$ cat config.mk
export PLATFORM = sky130hd
export DESIGN_NAME = decode_stage
export DESIGN_NICKNAME = d
export VERILOG_FILES = /design/src/rtl/opcode_type.sv /design/src/rtl/decode_comb.sv /design/src/rtl/decode_stage.sv
export SDC_FILE = /design/constraint.sdc
export NUM_CORES = 1
export LEC_CHECK = 0
export ABC_AREA = 1
export BUFFER_PORTS_ARGS = -buffer_cell sky130_fd_sc_hd__buf_2
export CORE_ASPECT_RATIO = 1.2
export CORE_UTILIZATION = 45
export DETAILED_ROUTE_END_ITERATION = 8
export PLACE_DENSITY_LB_ADDON = 0.08
export REMOVE_ABC_BUFFERS = 1
export SYNTH_ARGS = -nofsm -noshare
export SYNTH_HDL_FRONTEND = slang
export SYNTH_HIERARCHICAL = 1
export SYNTH_SLANG_ARGS = --single-unit
$ cat constraint.sdc
create_clock -name clk -period 1.6 [get_ports clk]
set_input_delay 0.24 -clock clk [delete_from_list [all_inputs] [get_ports clk]]
set_output_delay 0.24 -clock clk [all_outputs]
set_load 0.02 [all_outputs]
$ cat src/rtl/opcode_type.sv
// Shared decode types: instruction kinds, immediate formats, decoded entry.
// No timing; purely declarations plus one immediate-assembly helper.
// No flow control here; consumers own their handshakes.
package opcode_type;

    typedef enum logic [5:0] {
        LUI, AUIPC, JAL, JALR,
        BEQ, BNE, BLT, BGE, BLTU, BGEU,
        LB, LH, LW, LBU, LHU,
        SB, SH, SW,
        ADDI, SLTI, SLTIU, XORI, ORI, ANDI, SLLI, SRLI, SRAI,
        ADD, SUB, SLL, SLT, SLTU, XOR, SRL, SRA, OR, AND,
        FENCE, FENCE_I, ECALL, EBREAK,
        CSRRW, CSRRS, CSRRC, CSRRWI, CSRRSI, CSRRCI,
        MUL, MULH, MULHSU, MULHU, DIV, DIVU, REM, REMU,
        ILLEGAL
    } instr_kind_t;

    typedef enum logic [2:0] {R, I, S, B, U, J} imm_fmt_t;

    localparam logic [6:0] OPC_LUI    = 7'b0110111;
    localparam logic [6:0] OPC_AUIPC  = 7'b0010111;
    localparam logic [6:0] OPC_JAL    = 7'b1101111;
    localparam logic [6:0] OPC_JALR   = 7'b1100111;
    localparam logic [6:0] OPC_BRANCH = 7'b1100011;
    localparam logic [6:0] OPC_LOAD   = 7'b0000011;
    localparam logic [6:0] OPC_STORE  = 7'b0100011;
    localparam logic [6:0] OPC_OPIMM  = 7'b0010011;
    localparam logic [6:0] OPC_OP     = 7'b0110011;
    localparam logic [6:0] OPC_FENCE  = 7'b0001111;
    localparam logic [6:0] OPC_SYSTEM = 7'b1110011;

    localparam logic [6:0] F7_BASE = 7'b0000000;
    localparam logic [6:0] F7_ALT  = 7'b0100000;
    localparam logic [6:0] F7_MULDIV = 7'b0000001;

    // One decoded instruction as it sits in the output or skid register.
    typedef struct packed {
        instr_kind_t kind;
        logic [4:0]  rd;
        logic [4:0]  rs1;
        logic [4:0]  rs2;
        logic [31:0] imm;
        logic [31:0] pc;
        logic        illegal;
    } dec_entry_t;

    localparam dec_entry_t ENTRY_RESET = '{
        kind:    ILLEGAL,
        rd:      5'd0,
        rs1:     5'd0,
        rs2:     5'd0,
        imm:     32'd0,
        pc:      32'd0,
        illegal: 1'b0
    };

    // Assemble the sign-extended immediate for a given encoding format.
    function automatic logic [31:0] imm_from_fmt(input logic [31:0] instr, input imm_fmt_t fmt);
        logic [31:0] imm;
        case (fmt)
            I:       imm = {{20{instr[31]}}, instr[31:20]};
            S:       imm = {{20{instr[31]}}, instr[31:25], instr[11:7]};
            B:       imm = {{19{instr[31]}}, instr[31], instr[7], instr[30:25], instr[11:8], 1'b0};
            U:       imm = {instr[31:12], 12'h000};
            J:       imm = {{11{instr[31]}}, instr[31], instr[19:12], instr[20], instr[30:21], 1'b0};
            default: imm = 32'd0;
        endcase
        return imm;
    endfunction

endpackage

$ cat src/rtl/decode_comb.sv
// Pure combinational RV32I(+M) decoder: kind, register indices, immediate, illegal flag.
// Zero latency.
// No flow control; outputs follow instr directly.
module decode_comb
    import opcode_type::*;
#(
    parameter int unsigned ENABLE_M = 0
) (
    input  logic [31:0] instr,
    output instr_kind_t kind,
    output logic [4:0]  rd,
    output logic [4:0]  rs1,
    output logic [4:0]  rs2,
    output logic [31:0] imm,
    output logic        illegal
);

    logic [6:0] opcode;
    logic [2:0] funct3;
    logic [6:0] funct7;
    imm_fmt_t   fmt;
    logic       is_shift_imm;

    assign opcode = instr[6:0];
    assign funct3 = instr[14:12];
    assign funct7 = instr[31:25];

    // Index fields are passed through raw even for formats that do not use them.
    assign rd  = instr[11:7];
    assign rs1 = instr[19:15];
    assign rs2 = instr[24:20];

    // Classify the instruction; anything not explicitly recognised stays ILLEGAL.
    always_comb begin
        kind         = ILLEGAL;
        fmt          = R;
        is_shift_imm = 1'b0;
        case (opcode)
            OPC_LUI: begin
                fmt  = U;
                kind = LUI;
            end
            OPC_AUIPC: begin
                fmt  = U;
                kind = AUIPC;
            end
            OPC_JAL: begin
                fmt  = J;
                kind = JAL;
            end
            OPC_JALR: begin
                fmt = I;
                if (funct3 == 3'b000) kind = JALR;
            end
            OPC_BRANCH: begin
                fmt = B;
                case (funct3)
                    3'b000:  kind = BEQ;
                    3'b001:  kind = BNE;
                    3'b100:  kind = BLT;
                    3'b101:  kind = BGE;
                    3'b110:  kind = BLTU;
                    3'b111:  kind = BGEU;
                    default: kind = ILLEGAL;
                endcase
            end
            OPC_LOAD: begin
                fmt = I;
                case (funct3)
                    3'b000:  kind = LB;
                    3'b001:  kind = LH;
                    3'b010:  kind = LW;
                    3'b100:  kind = LBU;
                    3'b101:  kind = LHU;
                    default: kind = ILLEGAL;
                endcase
            end
            OPC_STORE: begin
                fmt = S;
                case (funct3)
                    3'b000:  kind = SB;
                    3'b001:  kind = SH;
                    3'b010:  kind = SW;
                    default: kind = ILLEGAL;
                endcase
            end
            OPC_OPIMM: begin
                fmt = I;
                case (funct3)
                    3'b000: kind = ADDI;
                    3'b010: kind = SLTI;
                    3'b011: kind = SLTIU;
                    3'b100: kind = XORI;
                    3'b110: kind = ORI;
                    3'b111: kind = ANDI;
                    3'b001: begin
                        is_shift_imm = 1'b1;
                        if (funct7 == F7_BASE) kind = SLLI;
                    end
                    default: begin
                        // funct3 101: logical vs arithmetic selected by instr[30]
                        is_shift_imm = 1'b1;
                        if (funct7 == F7_BASE)     kind = SRLI;
                        else if (funct7 == F7_ALT) kind = SRAI;
                    end
                endcase
            end
            OPC_OP: begin
                fmt = R;
                if (funct7 == F7_BASE) begin
                    case (funct3)
                        3'b000:  kind = ADD;
                        3'b001:  kind = SLL;
                        3'b010:  kind = SLT;
                        3'b011:  kind = SLTU;
                        3'b100:  kind = XOR;
                        3'b101:  kind = SRL;
                        3'b110:  kind = OR;
                        default: kind = AND;
                    endcase
                end else if (funct7 == F7_ALT) begin
                    if (funct3 == 3'b000)      kind = SUB;
                    else if (funct3 == 3'b101) kind = SRA;
                end else if (funct7 == F7_MULDIV && ENABLE_M != 0) begin
                    case (funct3)
                        3'b000:  kind = MUL;
                        3'b001:  kind = MULH;
                        3'b010:  kind = MULHSU;
                        3'b011:  kind = MULHU;
                        3'b100:  kind = DIV;
                        3'b101:  kind = DIVU;
                        3'b110:  kind = REM;
                        default: kind = REMU;
                    endcase
                end
            end
            OPC_FENCE: begin
                fmt = I;
                if (funct3 == 3'b000)      kind = FENCE;
                else if (funct3 == 3'b001) kind = FENCE_I;
            end
            OPC_SYSTEM: begin
                fmt = I;
                case (funct3)
                    3'b000: begin
                        if (instr == 32'h0000_0073)      kind = ECALL;
                        else if (instr == 32'h0010_0073) kind = EBREAK;
                    end
                    3'b001:  kind = CSRRW;
                    3'b010:  kind = CSRRS;
                    3'b011:  kind = CSRRC;
                    3'b101:  kind = CSRRWI;
                    3'b110:  kind = CSRRSI;
                    3'b111:  kind = CSRRCI;
                    default: kind = ILLEGAL;
                endcase
            end
            default: begin
                kind = ILLEGAL;
                fmt  = R;
            end
        endcase
    end

    // Shift-immediates carry a zero-extended shamt, not the sign-extended I field.
    always_comb begin
        if (is_shift_imm) imm = {27'd0, instr[24:20]};
        else              imm = imm_from_fmt(instr, fmt);
    end

    assign illegal = (kind == ILLEGAL);

endmodule

$ cat src/rtl/decode_stage.sv
// Decode pipeline stage: registered decoded entry with optional two-entry skid buffer.
// One cycle from input accept to output valid when the output register is free or draining.
// SKID=1: in_ready from a register, full throughput; SKID=0: in_ready follows the output register.
module decode_stage
    import opcode_type::*;
#(
    parameter int unsigned ENABLE_M = 0,
    parameter int unsigned SKID     = 1
) (
    input  logic        clk,
    input  logic        rst,
    input  logic        flush,
    input  logic        in_valid,
    output logic        in_ready,
    input  logic [31:0] in_instr,
    input  logic [31:0] in_pc,
    output logic        out_valid,
    input  logic        out_ready,
    output instr_kind_t out_kind,
    output logic [4:0]  out_rd,
    output logic [4:0]  out_rs1,
    output logic [4:0]  out_rs2,
    output logic [31:0] out_imm,
    output logic [31:0] out_pc,
    output logic        out_illegal
);

    instr_kind_t dec_kind;
    logic [4:0]  dec_rd;
    logic [4:0]  dec_rs1;
    logic [4:0]  dec_rs2;
    logic [31:0] dec_imm;
    logic        dec_illegal;

    dec_entry_t  in_entry;
    dec_entry_t  out_q;
    dec_entry_t  skid_q;
    logic        skid_valid;
    logic        out_free;
    logic        accept;

    decode_comb #(
        .ENABLE_M (ENABLE_M)
    ) u_decode_comb (
        .instr   (in_instr),
        .kind    (dec_kind),
        .rd      (dec_rd),
        .rs1     (dec_rs1),
        .rs2     (dec_rs2),
        .imm     (dec_imm),
        .illegal (dec_illegal)
    );

    assign in_entry = '{
        kind:    dec_kind,
        rd:      dec_rd,
        rs1:     dec_rs1,
        rs2:     dec_rs2,
        imm:     dec_imm,
        pc:      in_pc,
        illegal: dec_illegal
    };

    // Output register can take a new entry this edge if it is empty or being consumed.
    assign out_free = !out_valid || out_ready;

    // With a skid slot, ready depends only on stored state, breaking the out_ready->in_ready path.
    assign in_ready = (SKID != 0) ? !skid_valid : out_free;
    assign accept   = in_valid && in_ready && !flush;

    // Output and skid registers; flush dominates both accept and output transfer.
    always_ff @(posedge clk or negedge rst) begin
        if (!rst) begin
            out_valid  <= 1'b0;
            skid_valid <= 1'b0;
            out_q      <= ENTRY_RESET;
            skid_q     <= ENTRY_RESET;
        end else if (flush) begin
            out_valid  <= 1'b0;
            skid_valid <= 1'b0;
        end else if (out_free) begin
            if (skid_valid) begin
                // Older skid entry goes first; in_ready was low so nothing new arrives.
                out_q      <= skid_q;
                out_valid  <= 1'b1;
                skid_valid <= 1'b0;
            end else if (accept) begin
                out_q     <= in_entry;
                out_valid <= 1'b1;
            end else begin
                out_valid <= 1'b0;
            end
        end else if (accept && SKID != 0) begin
            // Output stalled: park the new entry behind it.
            skid_q     <= in_entry;
            skid_valid <= 1'b1;
        end
    end

    assign out_kind    = out_q.kind;
    assign out_rd      = out_q.rd;
    assign out_rs1     = out_q.rs1;
    assign out_rs2     = out_q.rs2;
    assign out_imm     = out_q.imm;
    assign out_pc      = out_q.pc;
    assign out_illegal = out_q.illegal;

endmodule
Word level (Yosys, flattened, before mapping):

Cells that the tools add are included.

* input port bits: 69
* output and inout port bits: 88
* register bits: 174
* word-level logic and storage cells: 94

* muxes and demuxes: 33
* reduce and logical (&&, ||, !) cells: 16
* equal/unequal tests: 27
* bitwise logic cells: 2

Operators with widths (number)
* $mux 86: 2
* $pmux 32 s5: 1
* $pmux 6 s7: 3
* $pmux 6 s11: 1
* $mux 6: 9
* $pmux 6 s6: 1
* $eq 32x21->1 const B: 1
* $eq 32x7->1 const B: 1
* $mux 32: 1
* $pmux 6 s5: 1
* $eq 7x6->1 const B: 4
* $eq 7x7->1 const B: 4
* $eq 3x3->1 const B: 6
* $pmux 6 s3: 1
* $mux 5: 3
* $pmux 3 s5: 1
* $eq 7x5->1 const B: 2
* $eq 3x2->1 const B: 4
* $mux 1: 9
* $eq 7x2->1 const B: 1
* $eq 7x4->1 const B: 1
* $logic_not 7->1: 1
* $eq 3x1->1 const B: 2
* $eq 6x6->1 const B: 1
* other kinds (11): 17

Logic depth before layout (Yosys ltp):

* depth after elaboration: 9
* depth in mapped cells: 15
* depth with buffers taken out: 15

By module:

Netlist, hierarchy kept.

By module, submodules not included
* decode_stage: cells each 1039, instances 1, area an instance 7975.1 µm², seq. area each 4366.7 µm²
* decode_comb: cells each 341, instances 1, area an instance 1655.3 µm², seq. area each 0.0 µm²

Worst setup path after synthesis:

No wires, ideal clock.

* kind: input -> register
* start point: input port in_instr[1]
* end point: register out_q (netlist bit out_imm[26])
* cell stages on the path: 11
* required time: 1.535 ns
* path slack: 0.031 ns
* setup time: 0.065 ns
* path buffers: 1
* arrival time: 1.504 ns
* cells stage by stage: nand2_1 > nor2_4 > nand3_2 > a21oi_2 > buf_4 > nor2_1 > a21oi_2 > nand2_1 > nand2_1 > nand3_1 > nand2_1

* longest elaborated chain between the ends: 8
* elaborated cells on any way between the ends: 23
* classes of those cells: 15 x eq/ne; 6 x mux; 2 x reduce/logical

Ends and longest elaborated chain
* start, declared: RTL line decode_stage.sv:15 `input logic [31:0] in_instr,`
* $eq 7x7->1 (tied with other cells): RTL line decode_comb.sv:38 `case (opcode)`
* $reduce_or 5->1 (no line) / $reduce_or 2->1 (equally long branches)
* $pmux 3 s5: RTL line decode_comb.sv:38
* $eq 3x3->1 (tied with other cells): RTL line opcode_type.sv:61 `case (fmt)`
* $pmux 32 s5: RTL line opcode_type.sv:61
* $mux 32 *: RTL line decode_comb.sv:167 `if (is_shift_imm) imm = {27'd0, instr[24:20]};`
* via dec_imm[26]: RTL line decode_stage.sv:32 `logic [31:0] dec_imm;`
* $mux 86 *: RTL line decode_stage.sv:87 `end else if (accept) begin`
* $mux 86 *: RTL line decode_stage.sv:82 `if (skid_valid) begin`
* end signal, assigned: RTL line decode_stage.sv:84 `out_q <= skid_q;`
* end signal, assigned: RTL line decode_stage.sv:88 `out_q <= in_entry;`
* end, declared: RTL line decode_stage.sv:36 `dec_entry_t out_q;`

Mark *: on every way through the listed nets, which the timed path passes. The rest lies on a longest branch. The select of a mux whose other input is x is not followed.
A chain may end at the register's enable or synchronous reset.

Worst setup path in the final report:

* start point: register skid_valid
* end point: output port in_ready

* longest elaborated chain between the ends: 1

Ends and longest elaborated chain
* start, declared: RTL line decode_stage.sv:38 `logic skid_valid;`
* start signal, assigned: RTL line decode_stage.sv:75 `skid_valid <= 1'b0;`
* start signal, assigned: RTL line decode_stage.sv:80 `skid_valid <= 1'b0;`
* start signal, assigned: RTL line decode_stage.sv:86 `skid_valid <= 1'b0;`
* $logic_not 1->1: RTL line decode_stage.sv:68 `assign in_ready = (SKID != 0) ? !skid_valid : out_free;`
* end, declared: RTL line decode_stage.sv:14 `output logic in_ready,`

Every way passes these cells.

==> impl_metrics.yaml <==
run_status:
  status: "finished clean"
synth:
  yosysSeqAreaShare_pct: 45.3
  ys_seq_elements: 174
  synth_cell_types: 30
  syn_area_um2: 9630
  avgSynthCellArea_um2: 6.98
  ys_warn_count: 6
  synth_cells: 1380
timing:
  fin_tns_setup_ns: 0
  hold_viol: 0
  fmax_ghz: 0.654
  rsz0062_at_grt: "no"
  tightest_slew_ns: 0.380
  holdWs_ns: 0.0536
  finalSetupViolCount: 0
  setup_ws_ns: 0.0700
  min_period_ns: 1.53
  slew_violations: 0
  relSlewSlack_pct: 74.7
  finClkSkew_ns: 0.0125
  period_share_pct: 95.6
die:
  rows: 58
  die_area_um2: 22000
  start_util_pct: 45.9
  coreArea_um2: 21000
  die_w_um: 136
  io_pins: 157
  die_y_um: 162
clock_network:
  clk_pin_slew_worst_paths_ns: 0.08
  insertion_delay_ns: 0.43
  cts_inserted_buffers: 17
  cts_htree_levels: 4
  cts.sinks: 174
  cts_tree: "yes"
  ctsRootBufferMaster: "clkbuf_16"
  clockBufferDepth: 2
finish:
  n_fill_cell: 2085
  insertedDiodeCount: 0
  final_util_pct: 57.6
  syn_to_final_growth_pct: 25.4
  finalNetCount: 1653
  fin_area_um2: 12100
  drive_above_1_share_pct: 23.4
  fin_cells: 1867
power_and_ir_drop:
  cellPowerDensity_nw_per_um2: 999
  p_total_mw: 12.1
  p_leak_nw: 6.96
  ir_drop_mv: 0.681
critical_path:
  path_cells: "inv_4, buf_12, buf_4"
  crit_arrival_ns: 1.29
  slowest_stage: "dfrtp_4"
  crit_path_start: "skid_valid"
  worstReg2RegStart: "skid_valid"
  critPathMaxStageDelay_ns: 0.49
  worst-path-max-fanout: 16
  crit_required_ns: 1.36
  worst-setup-path-type: "reg2out"
  cp-start-kind: "register"
  endpoint_kind: "primary output"
global_route:
  antenna_found_initial: 0
  overflow: 0
  grtUsageTotal_pct: 27.2
  grt_max_degree: 72
  grt_pass1_wl_mm: 47.0
  grt_pass1_vias: 9153
drt:
  antenna_left: 0
  via_per_inst: 5.08
  avgRoutedWirePerCell_um: 15.4
  vias: 9487
  route.detailed.drc: 0
  first_iter_violations: 628
  drt_pass1_iterations: 5
  drt-total-wl_mm: 28.7
worst_hold_path:
  worstHoldStart: "in_pc[2]"
  min-delay-path-class: "in2reg"
placement:
  portBuffers: 156
  routabilityCongestion: 0.896
  post_dp_cell_area_um2: 11400
  pre_cts_ws_ns: -0.290
  dp_hpwl_mm: 19.4
  placed_cells: 1833
run:
  cap_violations: 0
-- final cells by class --
type	count	area, µm²	area share [%]
Tap cell	270	338	2.80
Clock inverter	13	180	1.49
Sequential cell	174	4370	36.2
Clock buffer	19	433	3.58
Inverter	58	220	1.82
Multi-Input combinational cell	1051	4540	37.6
Timing Repair Buffer	282	1990	16.5
-- Yosys cell counts, drive strengths merged --
cell type / count / area (µm²)
inv: 57 / 214
buf: 75 / 467
nor3: 8 / 40.0
nand4: 5 / 31.3
a21oi: 31 / 208
clkbuf: 22 / 82.6
dfstp: 10 / 263
nand2: 699 / 2670
nand3b: 2 / 15.0
a211oi: 1 / 7.51
o22ai: 7 / 43.8
nor2: 75 / 333
clkinv: 1 / 3.75
dfrtp: 164 / 4100
nand3: 203 / 1040
o21ai: 20 / 104
-- routing by layer --
| metal | up-vias | wire length [µm] | global-route usage, % |
|---|---|---|---|
| met5 | - | 0 | 0 |
| met2 | 236 | 14500 | 47.9 |
| met4 | 0 | 385 | 6.89 |
| li1 | 4732 | - | - |
| met3 | 28 | 1220 | 3.84 |
| met1 | 4491 | 12600 | 34.7 |
-- worst paths after layout --
check / slack (ns) / endpoint / cells past startpoint
worst max-delay path: 0.07 / in_ready / 3
worst min-delay path: 0.05 / skid_q[3] / 3
worst max register to register: 0.09 / skid_q[4] / 6
worst min register to register: 0.47 / skid_q[81] / 2
max in group asynchronous: 0.73 / out_kind[0] / 3
min in group asynchronous: 0.27 / out_pc[0] / 2
-- critical path, delay by kind of cell, from the launching register on --
kind	cells	cell delay (ns)
DFF	1	0.49
buffers and inverters	3	0.38
-- report_power, final --
group,switching [mW],total [mW],internal (mW),leakage (nW)
Sequential,0.318,5.38,5.06,2.24
Combinational,1.43,2.24,0.810,4.43
Clock,1.93,4.44,2.51,0.293
-- state kept, by name, summed over array words and instances (netlist names) --
register	flops
skid_q	86
out_imm	32
out_pc	32
out_kind	6
out_rd	5
out_rs1	5
out_rs2	5
out_illegal	1
out_valid	1
skid_valid	1
-- cells in the final DEF (no fill, tap or decap), types with 2 or more instances in the layout --
cell and count:
a21oi_1 19, a21oi_2 11, buf_12 20, buf_2 154, buf_4 105, buf_6 2
bufinv_16 3, clkbuf_1 2, clkbuf_16 17, clkinv_4 2, clkinvlp_4 2, dfrtp_1 163
dfstp_2 10, inv_1 48, inv_2 8, inv_6 4, inv_8 2, nand2_1 686
nand2_2 9, nand2_4 4, nand3_1 198, nand3_2 2, nand3_4 3, nand3b_1 2
nand4_1 5, nor2_1 65, nor2_2 3, nor2_4 6, nor3_1 7, o21ai_0 18
o22ai_1 7
-- timing repair --
action                                  4_1_cts  5_1_grt
resized for setup                             5        5
hold buffers                                  1        0
endpoints found under the setup margin        1        6
pin swaps                                     0        0
hold endpoints to repair                     22        0
buffers inserted                              1        0
-- logic make-up (layout without fill, tap and decap cells) --
kind of cell | Yosys count | after routing | synth area share, %
AO/OA/AOI/OAI | 59 | 59 | 3.77
flip-flops | 174 | 174 | 45.3
AND/OR/NAND/NOR | 992 | 992 | 42.9
buffers and inverters | 155 | 372 | 7.96
(Power assumes the default switching activity.)
